--- config.mk ---
export PLATFORM = sky130hd
export DESIGN_NAME = input_debounce
export DESIGN_NICKNAME = d
export VERILOG_FILES = /design/src/rtl/debounce_chan.sv /design/src/rtl/input_debounce.sv
export SDC_FILE = /design/constraint.sdc
export NUM_CORES = 1
export LEC_CHECK = 0
export BUFFER_PORTS_ARGS = -buffer_cell sky130_fd_sc_hd__buf_2
export CAP_MARGIN = 10
export CORE_MARGIN = 2
export CORE_UTILIZATION = 30
export CTS_BUF_LIST = sky130_fd_sc_hd__clkbuf_8
export DETAILED_ROUTE_END_ITERATION = 12
export SLEW_MARGIN = 20
export SYNTH_ARGS = -nofsm -noshare
export SYNTH_HDL_FRONTEND = slang
export SYNTH_SLANG_ARGS = --single-unit
--- constraint.sdc ---
create_clock -name clk_sys_i -period 3.65 [get_ports clk_sys_i]
set_clock_uncertainty 0.2 [all_clocks]
set_input_delay 0.1825 -clock clk_sys_i [delete_from_list [all_inputs] [get_ports clk_sys_i]]
set_output_delay 0.1825 -clock clk_sys_i [all_outputs]
set_load 0.1 [all_outputs]
--- src/rtl/debounce_chan.sv ---
// ============================================================================
// Module   : debounce_chan
// Purpose  : One input channel: synchroniser, stability counter, level and
//            single-cycle rise/fall pulse registers.
// Revision : 1.0 - initial release
// ============================================================================
`default_nettype none

module debounce_chan #(
  parameter int   DebounceCycles = 50000,
  parameter int   SyncStages     = 2,
  parameter logic ResetValue     = 1'b0
) (
  input  logic clk_sys_i,
  input  logic rst_sys_ni,
  input  logic raw_i,
  output logic level_o,
  output logic rise_o,
  output logic fall_o
);

  localparam int              CNT_W    = $clog2(DebounceCycles + 1);
  localparam logic [CNT_W-1:0] CNT_LAST = CNT_W'(DebounceCycles - 1);

  if (DebounceCycles < 1) begin : g_bad_cycles
    $fatal(1, "debounce_chan: DebounceCycles must be at least 1");
  end
  if (SyncStages < 2) begin : g_bad_stages
    $fatal(1, "debounce_chan: SyncStages must be at least 2");
  end

  logic [SyncStages-1:0] sync_ff;
  logic                  synced;
  logic [CNT_W-1:0]      cnt;

  assign synced = sync_ff[SyncStages-1];

  always_ff @(posedge clk_sys_i) begin
    if (!rst_sys_ni) begin
      sync_ff <= {SyncStages{ResetValue}};
      level_o <= ResetValue;
      cnt     <= '0;
      rise_o  <= 1'b0;
      fall_o  <= 1'b0;
    end else begin
      sync_ff <= {sync_ff[SyncStages-2:0], raw_i};
      rise_o  <= 1'b0;
      fall_o  <= 1'b0;
      // Any cycle matching the current level restarts the stability window.
      if (synced == level_o) begin
        cnt <= '0;
      end else if (cnt == CNT_LAST) begin
        level_o <= synced;
        cnt     <= '0;
        rise_o  <= synced;
        fall_o  <= ~synced;
      end else begin
        cnt <= cnt + CNT_W'(1);
      end
    end
  end

endmodule

`default_nettype wire

--- src/rtl/input_debounce.sv ---
// ============================================================================
// Module   : input_debounce
// Purpose  : Debounces NumInputs raw board inputs into clean levels plus
//            one-cycle rise/fall pulses, one independent channel per bit.
// Revision : 1.0 - initial release
// ============================================================================
`default_nettype none

module input_debounce #(
  parameter int                  NumInputs      = 8,
  parameter int                  DebounceCycles = 50000,
  parameter int                  SyncStages     = 2,
  parameter logic [NumInputs-1:0] ResetValue    = '0
) (
  input  logic                 clk_sys_i,
  input  logic                 rst_sys_ni,
  input  logic [NumInputs-1:0] raw_i,
  output logic [NumInputs-1:0] level_o,
  output logic [NumInputs-1:0] rise_o,
  output logic [NumInputs-1:0] fall_o
);

  if (DebounceCycles < 1) begin : g_bad_cycles
    $fatal(1, "input_debounce: DebounceCycles must be at least 1");
  end
  if (SyncStages < 2) begin : g_bad_stages
    $fatal(1, "input_debounce: SyncStages must be at least 2");
  end

  for (genvar i = 0; i < NumInputs; i++) begin : g_chan
    debounce_chan #(
      .DebounceCycles (DebounceCycles),
      .SyncStages     (SyncStages),
      .ResetValue     (ResetValue[i])
    ) u_chan (
      .clk_sys_i  (clk_sys_i),
      .rst_sys_ni (rst_sys_ni),
      .raw_i      (raw_i[i]),
      .level_o    (level_o[i]),
      .rise_o     (rise_o[i]),
      .fall_o     (fall_o[i])
    );
  end

endmodule

`default_nettype wire

# After elaboration in Yosys (flattened, before gate mapping)
# Cells that the tools add are included.
[classes]
reduce_logical = 24
n_addsub = 8
n_eq_ne = 16
bitwise = 25
[op_table]
columns = ["cell", "count"]
rows = [
  ["$add 16x1->16 const B", 8],
  ["$eq 16x16->1 const B", 8],
  ["$reduce_or 3->1", 16],
  ["$not 1->1", 25],
  ["$reduce_and 2->1", 8],
  ["$eq 1x1->1", 8],
]
[totals]
register_bits = 168
wordCells = 113
inputBits = 10
out_inout_bits = 24

# Longest topological paths before layout
# Gate-level depths: netlist (run 1).
[logic_depth]
word_depth = 3
ltp_mapped = 7
ltp_nobuf = 5

# Cells and area by module
# A second synthesis (run 1) with hierarchy kept.
[hier_totals]
cells_unflattened = 752
hier_area_um2 = 7427.1
[modules_own_cells]
columns = ["module", "seq_area_each_um2", "n_inst", "area_per_inst_um2", "cells_each"]
rows = [
  ["debounce_chan (g_chan[0].u_chan ...)", 420.4, 7, 923.4, 93],
  ["debounce_chan (g_chan[7].u_chan)", 420.4, 1, 963.4, 101],
]

# Worst setup path before layout (run 1)
# No wires, ideal clock.
[synth_timing]
path_kind = "register to register"
from = "reg g_chan[7].u_chan.cnt[10]"
to = "reg g_chan[7].u_chan.cnt[13]"
synth_period_minus_slack_ns = 2.127
setup_ns = 0.115
required_ns = 3.335
stages_incl_launch_ff = 6
t_arrival_ns = 1.813
path_slack_ns = 1.523
n_path_buf = 1
cell_sequence = "dfxtp_1 or4_1 or4_1 o21bai_2 buf_4 nor2_1"
[synth_via]
elab_chain_cells = 2
elab_cells_between_ends = 3
cone_classes = "add/sub (1); eq/ne (1); reduce/logical (1)"
[synth_lines]
columns = ["item", "line", "source"]
rows = [
  ["from (decl)", "debounce_chan.sv:34", "logic [CNT_W-1:0] cnt;"],
  ["from (signal assigned)", "debounce_chan.sv:58", "cnt <= cnt + CNT_W'(1);"],
  ["parallel branches: the longest is 2 deep, another holds $add 16x1->16", "-", ""],
]
# Parallel ways; which one is timed is not known.
# A chain may end at the register's enable or synchronous reset.

# Final worst setup path (run 1)
[layout_timing]
from = "reg g_chan[7].u_chan.cnt[10]"
to = "reg g_chan[7].u_chan.cnt[6]"
[layout_via]
elab_chain_cells = 2
[layout_lines]
columns = ["item", "line", "source"]
rows = [
  ["$eq 16x16->1", "debounce_chan.sv:52", "end else if (cnt == CNT_LAST) begin"],
  ["$reduce_or 3->1 (no line)", "-", ""],
]
# Every way passes these cells.

==> impl_results.md, run 1 <==
- Layout cells sized above 1: 9.29%
- ANT nets after route: 0
- Worst Hold Class: input pin to flip-flop
- CTS tree: yes
- Mapped Cells: 798
- Clk sinks: 168
- Core Region: 23400 sq um
- Synth Area per Inst: 8.92 sq um
- Lkg Pwr: 2.37 nW
- Yosys reg bits: 168
- MaxCap Viol Count: 0
- Syn-to-layout area delta: 10.1%
- Post-synth EDFFs: 0
- Comb pwr share: 1.6%
- RSZ-0062 raised after global routing: no
- Hold Fails Final Rpt: 0
- Min Clock Period, post-route: 2.39 ns
- Worst min-delay path startpoint: rst_sys_ni
- Post-synthesis cell type count: 43
- Vias in the first global route: 4835
- Slew HR: 58.9%
- Inst Count DP: 1109
- Row cnt: 56
- Post-Route Setup TNS: 0 ns
- Io pins: 34
- R2R Path Start: g_chan[7].u_chan.cnt[10]
- Post-Route WL: 12700 um
- N_diodes: 0
- CP max FO: 15
- Synth Cell Area: 7120 sq um
- Synthesis Warnings: 0
- Vias: 5107
- Dominant synthesized flop cell: dfxtp_1
- Aggregate global-route resource usage: 10.9%
- Sequential cell area: 3360 sq um
- Worst endpoint required time: 3.77 ns
- I/O Buffers: 33
- CP Data Arrival Time: 2.51 ns
- FF-to-FF End: g_chan[7].u_chan.cnt[6]
- CP Capture Type: flip-flop
- Clk buf depth: 2
- CTS Buf Count: 17
- Skew-Pair Late Insertion Delay: 0.47 ns
- Area of the multi-input gates: 3360 sq um
- Net Sw Frac: 23.3%
- Hold Crit Endpoint: g_chan[1].u_chan.cnt[2]
- Final Max Tran Viols: 0
- Top cell type's share of synthesized area: 47.3%
- Post-DR vias/cell: 4.45
- Iter 0 DRT Violations: 222
- # fillers: 2468
- Initial antenna violation count: 0
- Setup crit start kind: flip-flop
- CTS clk-pin slew, worst paths: 0.09 ns
- Routed WL per cell: 11.1 um
- P_sw: 0.711 mW
- R2R depth: 4
- Max H-tree Level: 4
- Dpl cell area: 7420 sq um
- Drt first pass iters: 4
- RePlAce Congestion: 0.788
- First-pass GRT wire length: 22100 um
- Slew @ Worst Pin: 0.616 ns
- Width of the chip: 158 um
- Ys async rst share: 0%
- Endpoints failing setup: 0
- Initial Util: 30.4%
- Largest net degree at the start of global routing: 33
- Total internal power: 2.34 mW
- WHS Path Cells: 3
- Achievable frequency: 419 MHz
- Gr ovfl total: 0
- Seq pwr share: 60.6%
- HPWL after detailed placement: 8590 um
- Register area share after synthesis: 47.3%
- Reg-to-reg setup timing slack: 1.26 ns
- Final Instance Area: 7830 sq um
- Nets@finish: 835
- Top cells by area, synth: dfxtp_1 (47%), xnor2_1 (12%), nor2_1 (8.1%), nand3_1 (3.2%), nor4_1 (3.1%)
- Clock Root Buffer: clkbuf_8
- Drc violations: 0
- Finished Layout Cells: 1148
- Pwr per Cell Area: 390 nW/um^2
- Period utilization: 65.4%
- Peak supply drop: 0.000150 V
- Clock power frac: 37.8%
- Die H: 158 um
- CP Class: flip-flop to flip-flop
- Post-Syn Nets: 816
- Outcome: finished clean
- Yosys top cell by area: dfxtp_1
- Die ar.: 25000 sq um
-- Yosys cell counts, types with 2 or more instances --
master / n
nand2_1: 38
o21ai_0: 5
nor4bb_1: 2
xnor2_1: 96
nor3_1: 35
nor4_2: 2
dfxtp_1: 168
or2_2: 3
mux2i_1: 7
clkbuf_1: 11
or4b_2: 2
nand3_1: 45
or4bb_1: 3
and3_1: 11
buf_2: 2
o21bai_2: 2
or4b_1: 2
buf_4: 29
nor2_1: 154
inv_1: 34
or3_1: 3
nor3b_1: 3
or4_1: 7
nand4_1: 29
nand3b_1: 3
xor2_1: 17
a21oi_1: 4
and2_1: 16
nor2b_1: 8
ha_1: 8
nor4b_1: 3
nor4_1: 35
-- final cells by class --
class	count	share of cell area [%]
Clock buffer	18	3.16
Clock inverter	13	1.09
Inverter	34	1.63
Multi-Input combinational cell	554	42.9
Sequential cell	168	42.9
Tap cell	319	5.10
Timing Repair Buffer	42	3.23
-- kinds of logic after synthesis --
logic type | after synthesis | synth area share (%)
DFF | 168 | 47.3
buffers and inverters | 76 | 5.57
AOI/OAI and AO/OA | 15 | 1.57
xor gates and xnor gates | 113 | 13.9
adders and majority gates | 8 | 1.41
muxes | 7 | 0.985
and+or+nand+nor | 411 | 29.3
-- power groups by stage --
stage | clock network [mW] | logic, mW | registers (mW)
after floorplan | 0 | 0.0291 | 1.89
after global placement | 0 | 0.0425 | 1.89
after detailed placement | 0 | 0.0432 | 1.89
after CTS | 1.20 | 0.0499 | 1.85
after global routing | 1.28 | 0.0554 | 1.85
final | 1.15 | 0.0479 | 1.85
-- how the worst max path moves through the flow --
| stage | startpoint | endpoint | slack (ns) | cells past startpoint |
|---|---|---|---|---|
| 2_1_floorplan | g_chan[7].u_chan.cnt[10] | g_chan[7].u_chan.cnt[13] | 1.52 | 5 |
| 5_1_grt | g_chan[7].u_chan.cnt[10] | g_chan[7].u_chan.cnt[7] | 1.10 | 4 |
| 4_1_cts | g_chan[7].u_chan.cnt[10] | g_chan[7].u_chan.cnt[6] | 1.22 | 4 |
| 6_report | g_chan[7].u_chan.cnt[10] | g_chan[7].u_chan.cnt[6] | 1.26 | 4 |
| 3_3_place_gp | g_chan[7].u_chan.cnt[10] | g_chan[7].u_chan.cnt[9] | 1.28 | 4 |
| 3_5_place_dp | g_chan[7].u_chan.cnt[10] | g_chan[7].u_chan.cnt[6] | 1.24 | 4 |
-- through the flow --
| stage | setup slack, ns | util (%) | power (mW) | hold WS (ns) |
|---|---|---|---|---|
| after global placement | 1.28 | 31.7 | 1.93 | 0.188 |
| after CTS | 1.22 | 33.5 | 3.10 | 0.0657 |
| after global routing | 1.10 | 33.5 | 3.18 | 0.104 |
| after detailed placement | 1.24 | 31.7 | 1.94 | 0.191 |
| after floorplan | 1.52 | - | 1.92 | 0.110 |
| final | 1.26 | 33.5 | 3.05 | 0.0708 |
-- critical path: stages, from the launching register on --
cell and delay [ns]:
dfxtp_1 0.36, or4_1 0.53, or4_1 0.55, o21bai_2 0.49, nor2_1 0.12
-- state kept, by name, summed over array words and instances, names as in the netlist --
signal	cells
g_chan.u_chan.sync_ff	16
g_chan.u_chan.rise_o	8
g_chan.u_chan.fall_o	8
g_chan.u_chan.level_o	8
g_chan.u_chan.cnt	128
-- routing by layer --
metal	part of all wire [%]	up-vias	track usage, %
met1	51	2317	13.9
met4	2.3	0	5.53
li1	-	2702	-
met3	3.1	26	2.44
met2	44	62	17.3
met5	0	-	0
-- placed cells by master (no fill, tap or decap), drive strengths merged, types with 7 or more instances in the layout --
cell	instances
nand4	29
ha	8
xnor2	96
nand3	46
clkbuf	18
buf	34
clkinv	7
inv	37
nand2	38
mux2i	7
and3	11
dlygate4sd3	8
nor2	154
dfxtp	168
nor2b	8
and2	16
nor4	37
nor3	35
or4	8
xor2	17
-- timing repair --
action / CTS / global route
gates resized for setup: 0 / 0
buffers inserted: 0 / 0
hold endpoints to repair: 8 / 0
hold buffers: 8 / 0
(Power assumes the default switching activity.)
==> run 2: changes to the inputs <==
--- a/config.mk
+++ b/config.mk
@@ -5,6 +5,7 @@
 export SDC_FILE = /design/constraint.sdc
 export NUM_CORES = 1
 export LEC_CHECK = 0
+export ABC_AREA = 1
 export BUFFER_PORTS_ARGS = -buffer_cell sky130_fd_sc_hd__buf_2
 export CAP_MARGIN = 10
 export CORE_MARGIN = 2
==> constraint.sdc (replaced) <==
create_clock -name clk_sys_i -period 1.9 [get_ports clk_sys_i]
set_clock_uncertainty 0.2 [all_clocks]
set_input_delay 0.095 -clock clk_sys_i [delete_from_list [all_inputs] [get_ports clk_sys_i]]
set_output_delay 0.095 -clock clk_sys_i [all_outputs]
set_load 0.1 [all_outputs]
==> run 2 against run 1 <==
Sequential cell count stayed put. Global-route usage increased by 0.25 points. Core utilization up 0.69 points. Largest cell class is now multi-input combinational cells. Critical path depth is 4 higher. Final area rose by 13%. First-iteration DRC count increased by 70%. Combinational power rose by 150%. Non-clock buffer count is 9 higher. Die area rose by 11%. Sequential share of layout area fell by 5.1 points. Highest routed layer unchanged. Via count up 28%. Largest power group unchanged.
==> impl_results.md, run 2 <==
- Slew HR: 66.4%
- Ys async rst share: 0%
- Comb pwr share: 1.8%
- Hold Fails Final Rpt: 0
- Synthesis Warnings: 0
- Dominant synthesized flop cell: dfxtp_1
- Area of the multi-input gates: 3720 sq um
- First-pass GRT wire length: 26200 um
- Initial Util: 30.5%
- Dpl cell area: 8240 sq um
- Drc violations: 0
- Synth Cell Area: 7930 sq um
- Syn-to-layout area delta: 11.9%
- CP Class: flip-flop to flip-flop
- Max reg flops: 128
- Routed WL per cell: 9.76 um
- Final Instance Area: 8880 sq um
- Yosys top cell by area: dfxtp_1
- WHS Path Cells: 2
- Final Max Tran Viols: 0
- CTS tree: yes
- Min Clock Period, post-route: 1.69 ns
- Total internal power: 5.16 mW
- CP Capture Type: flip-flop
- CP max FO: 16
- Initial antenna violation count: 0
- Io pins: 34
- Most numerous cell in the Yosys netlist: nand2_1
- Nets@finish: 1204
- Iter 0 DRT Violations: 377
- Top cell type's share of synthesized area: 42.4%
- Total power: 6.60 mW
- Worst Hold Class: flip-flop to flip-flop
- Seq pwr share: 53.8%
- Post-CTS Setup Inserts: 0
- Lkg Pwr: 3.39 nW
- Pwr per Cell Area: 744 nW/um^2
- Yosys reg bits: 168
- Post-DR vias/cell: 4.26
- Clock power frac: 44.4%
- Post-Route WL: 15000 um
- MaxCap Viol Count: 0
- Vias in the first global route: 6119
- Aggregate global-route resource usage: 11.2%
- P_sw: 1.44 mW
- Outcome: finished clean
- Worst endpoint required time: 2.03 ns
- Width of the chip: 167 um
- Post-Route Setup TNS: 0 ns
- Top flop regs: g_chan.u_chan.cnt (128), g_chan.u_chan.sync_ff (16)
- Clk sinks: 168
- Die ar.: 27800 sq um
- Post-synth EDFFs: 0
- Register area share after synthesis: 42.4%
- CTS Buf Count: 17
- R2R depth: 8
- Die H: 167 um
- Peak supply drop: 0.000380 V
- Skew-Pair Late Insertion Delay: 0.45 ns
- Period utilization: 89.0%
- Post-synthesis cell type count: 29
- CP Data Arrival Time: 1.82 ns
- CTS clk-pin slew, worst paths: 0.09 ns
- Synth Area per Inst: 6.89 sq um
- Clk buf depth: 2
- Max H-tree Level: 4
- Largest net degree at the start of global routing: 25
- Endpoints failing setup: 0
- Commonest non-fill, non-tap cell in the layout: nand2_1
- Drt first pass iters: 6
- Gr ovfl total: 0
- Net Sw Frac: 21.8%
- # fillers: 2795
- Mapped Cells: 1151
- Clock Root Buffer: clkbuf_8
- I/O Buffers: 33
- RSZ-0062 raised after global routing: no
- Largest reg by FF count: g_chan.u_chan.cnt
- Sequential cell area: 3360 sq um
- Row cnt: 59
- Core Region: 26000 sq um
- Utilization after layout: 34.2%
- Most frequent cells in the layout: nand2_1 (292), nor2_1 (254), dfxtp_1 (168)
- HPWL after detailed placement: 10800 um
- Top cells by area, synth: dfxtp_1 (42%), nand2_1 (14%), nor2_1 (12%), inv_1 (7.1%), nand3_1 (4.1%)
- Fin Hold WS: 0.217 ns
- Vias: 6542
- Post-Syn Nets: 1169
- Layout cells sized above 1: 8.09%
- Slew @ Worst Pin: 0.507 ns
- Setup crit start kind: flip-flop
- ANT nets after route: 0
- N_diodes: 0
- Synth cell count leaders: nand2_1 (292), nor2_1 (254), dfxtp_1 (168)
- RePlAce Congestion: 0.793
- Achievable frequency: 591 MHz
==> run 2: cell types whose count changed in the layout (fill, tap and decap cells not counted), sizes merged, moves of 10 or more <==
cell,before,now
nor4,37,0
nand3,46,65
xor2,17,32
and3,11,1
a21oi,4,54
nand2,38,300
and2,16,0
nor3,35,9
inv,37,155
xnor2,96,12
nor2,154,256
==> run 2: layout make-up <==
class / instances / area share (%)
timing repair buffer: 51 / 3.86
clock buffer: 17 / 2.64
inverter: 151 / 6.44
clock inverter: 15 / 2.54
multi-input combinational: 797 / 41.9
sequential: 168 / 37.9
tap: 335 / 4.72
==> run 2: routing by layer <==
metal / global-route usage (%) / vias to the layer above / share of wire (%)
li1: - / 3591 / -
met3: 2.78 / 17 / 3.3
met2: 18.8 / 80 / 45
met5: 0 / - / 0
met4: 4.20 / 0 / 2.1
met1: 13.8 / 2854 / 50
==> run 2: power groups by stage <==
stage / clock, mW / combinational (mW) / sequential [mW]
2_1_floorplan: 0 / 0.0686 / 3.63
3_3_place_gp: 0 / 0.0916 / 3.63
3_5_place_dp: 0 / 0.0922 / 3.64
4_1_cts: 3.04 / 0.119 / 3.55
5_1_grt: 3.17 / 0.131 / 3.56
6_report: 2.93 / 0.118 / 3.55
==> run 2: worst max-delay path, cell delays in order, from the launching register on <==
cell	delay [ns]
dfxtp_1	0.36
ha_1	0.18
nand2_1	0.09
inv_1	0.08
nand2_1	0.08
nor2_1	0.15
nand2_1	0.10
nand2_2	0.27
nor2_1	0.09
==> run 2: worst paths after layout <==
kind / startpoint / to / slack (ns)
setup / recovery: g_chan[1].u_chan.cnt[0] / g_chan[1].u_chan.cnt[9] / 0.21
hold / removal: g_chan[0].u_chan.sync_ff[0] / g_chan[0].u_chan.sync_ff[1] / 0.22
setup reg to reg: g_chan[1].u_chan.cnt[0] / g_chan[1].u_chan.cnt[9] / 0.21
hold reg to reg: g_chan[0].u_chan.sync_ff[0] / g_chan[0].u_chan.sync_ff[1] / 0.22
==> run 2: cells by family after synthesis <==
group                      synth area share [%]
AOI/OAI and AO/OA                          4.67
xor gates and xnor gates                   4.86
adders and majority gates                  1.26
buffers and inverters                      10.9
DFF                                        42.4
and+or+nand+nor                            36.0
==> run 2: what timing repair did <==
action | CTS | global route
endpoints found under the setup margin | 0 | 2
hold buffers | 17 | 0
hold endpoints to repair | 16 | 0
gates resized for setup | 0 | 2
==> run 2: metrics by stage <==
step           instances  worst slack [ns]
2_1_floorplan       1151             0.371
3_3_place_gp        1485             0.208
3_5_place_dp        1485             0.169
4_1_cts             1534             0.148
5_1_grt             1534           0.00253
6_report            1534             0.209
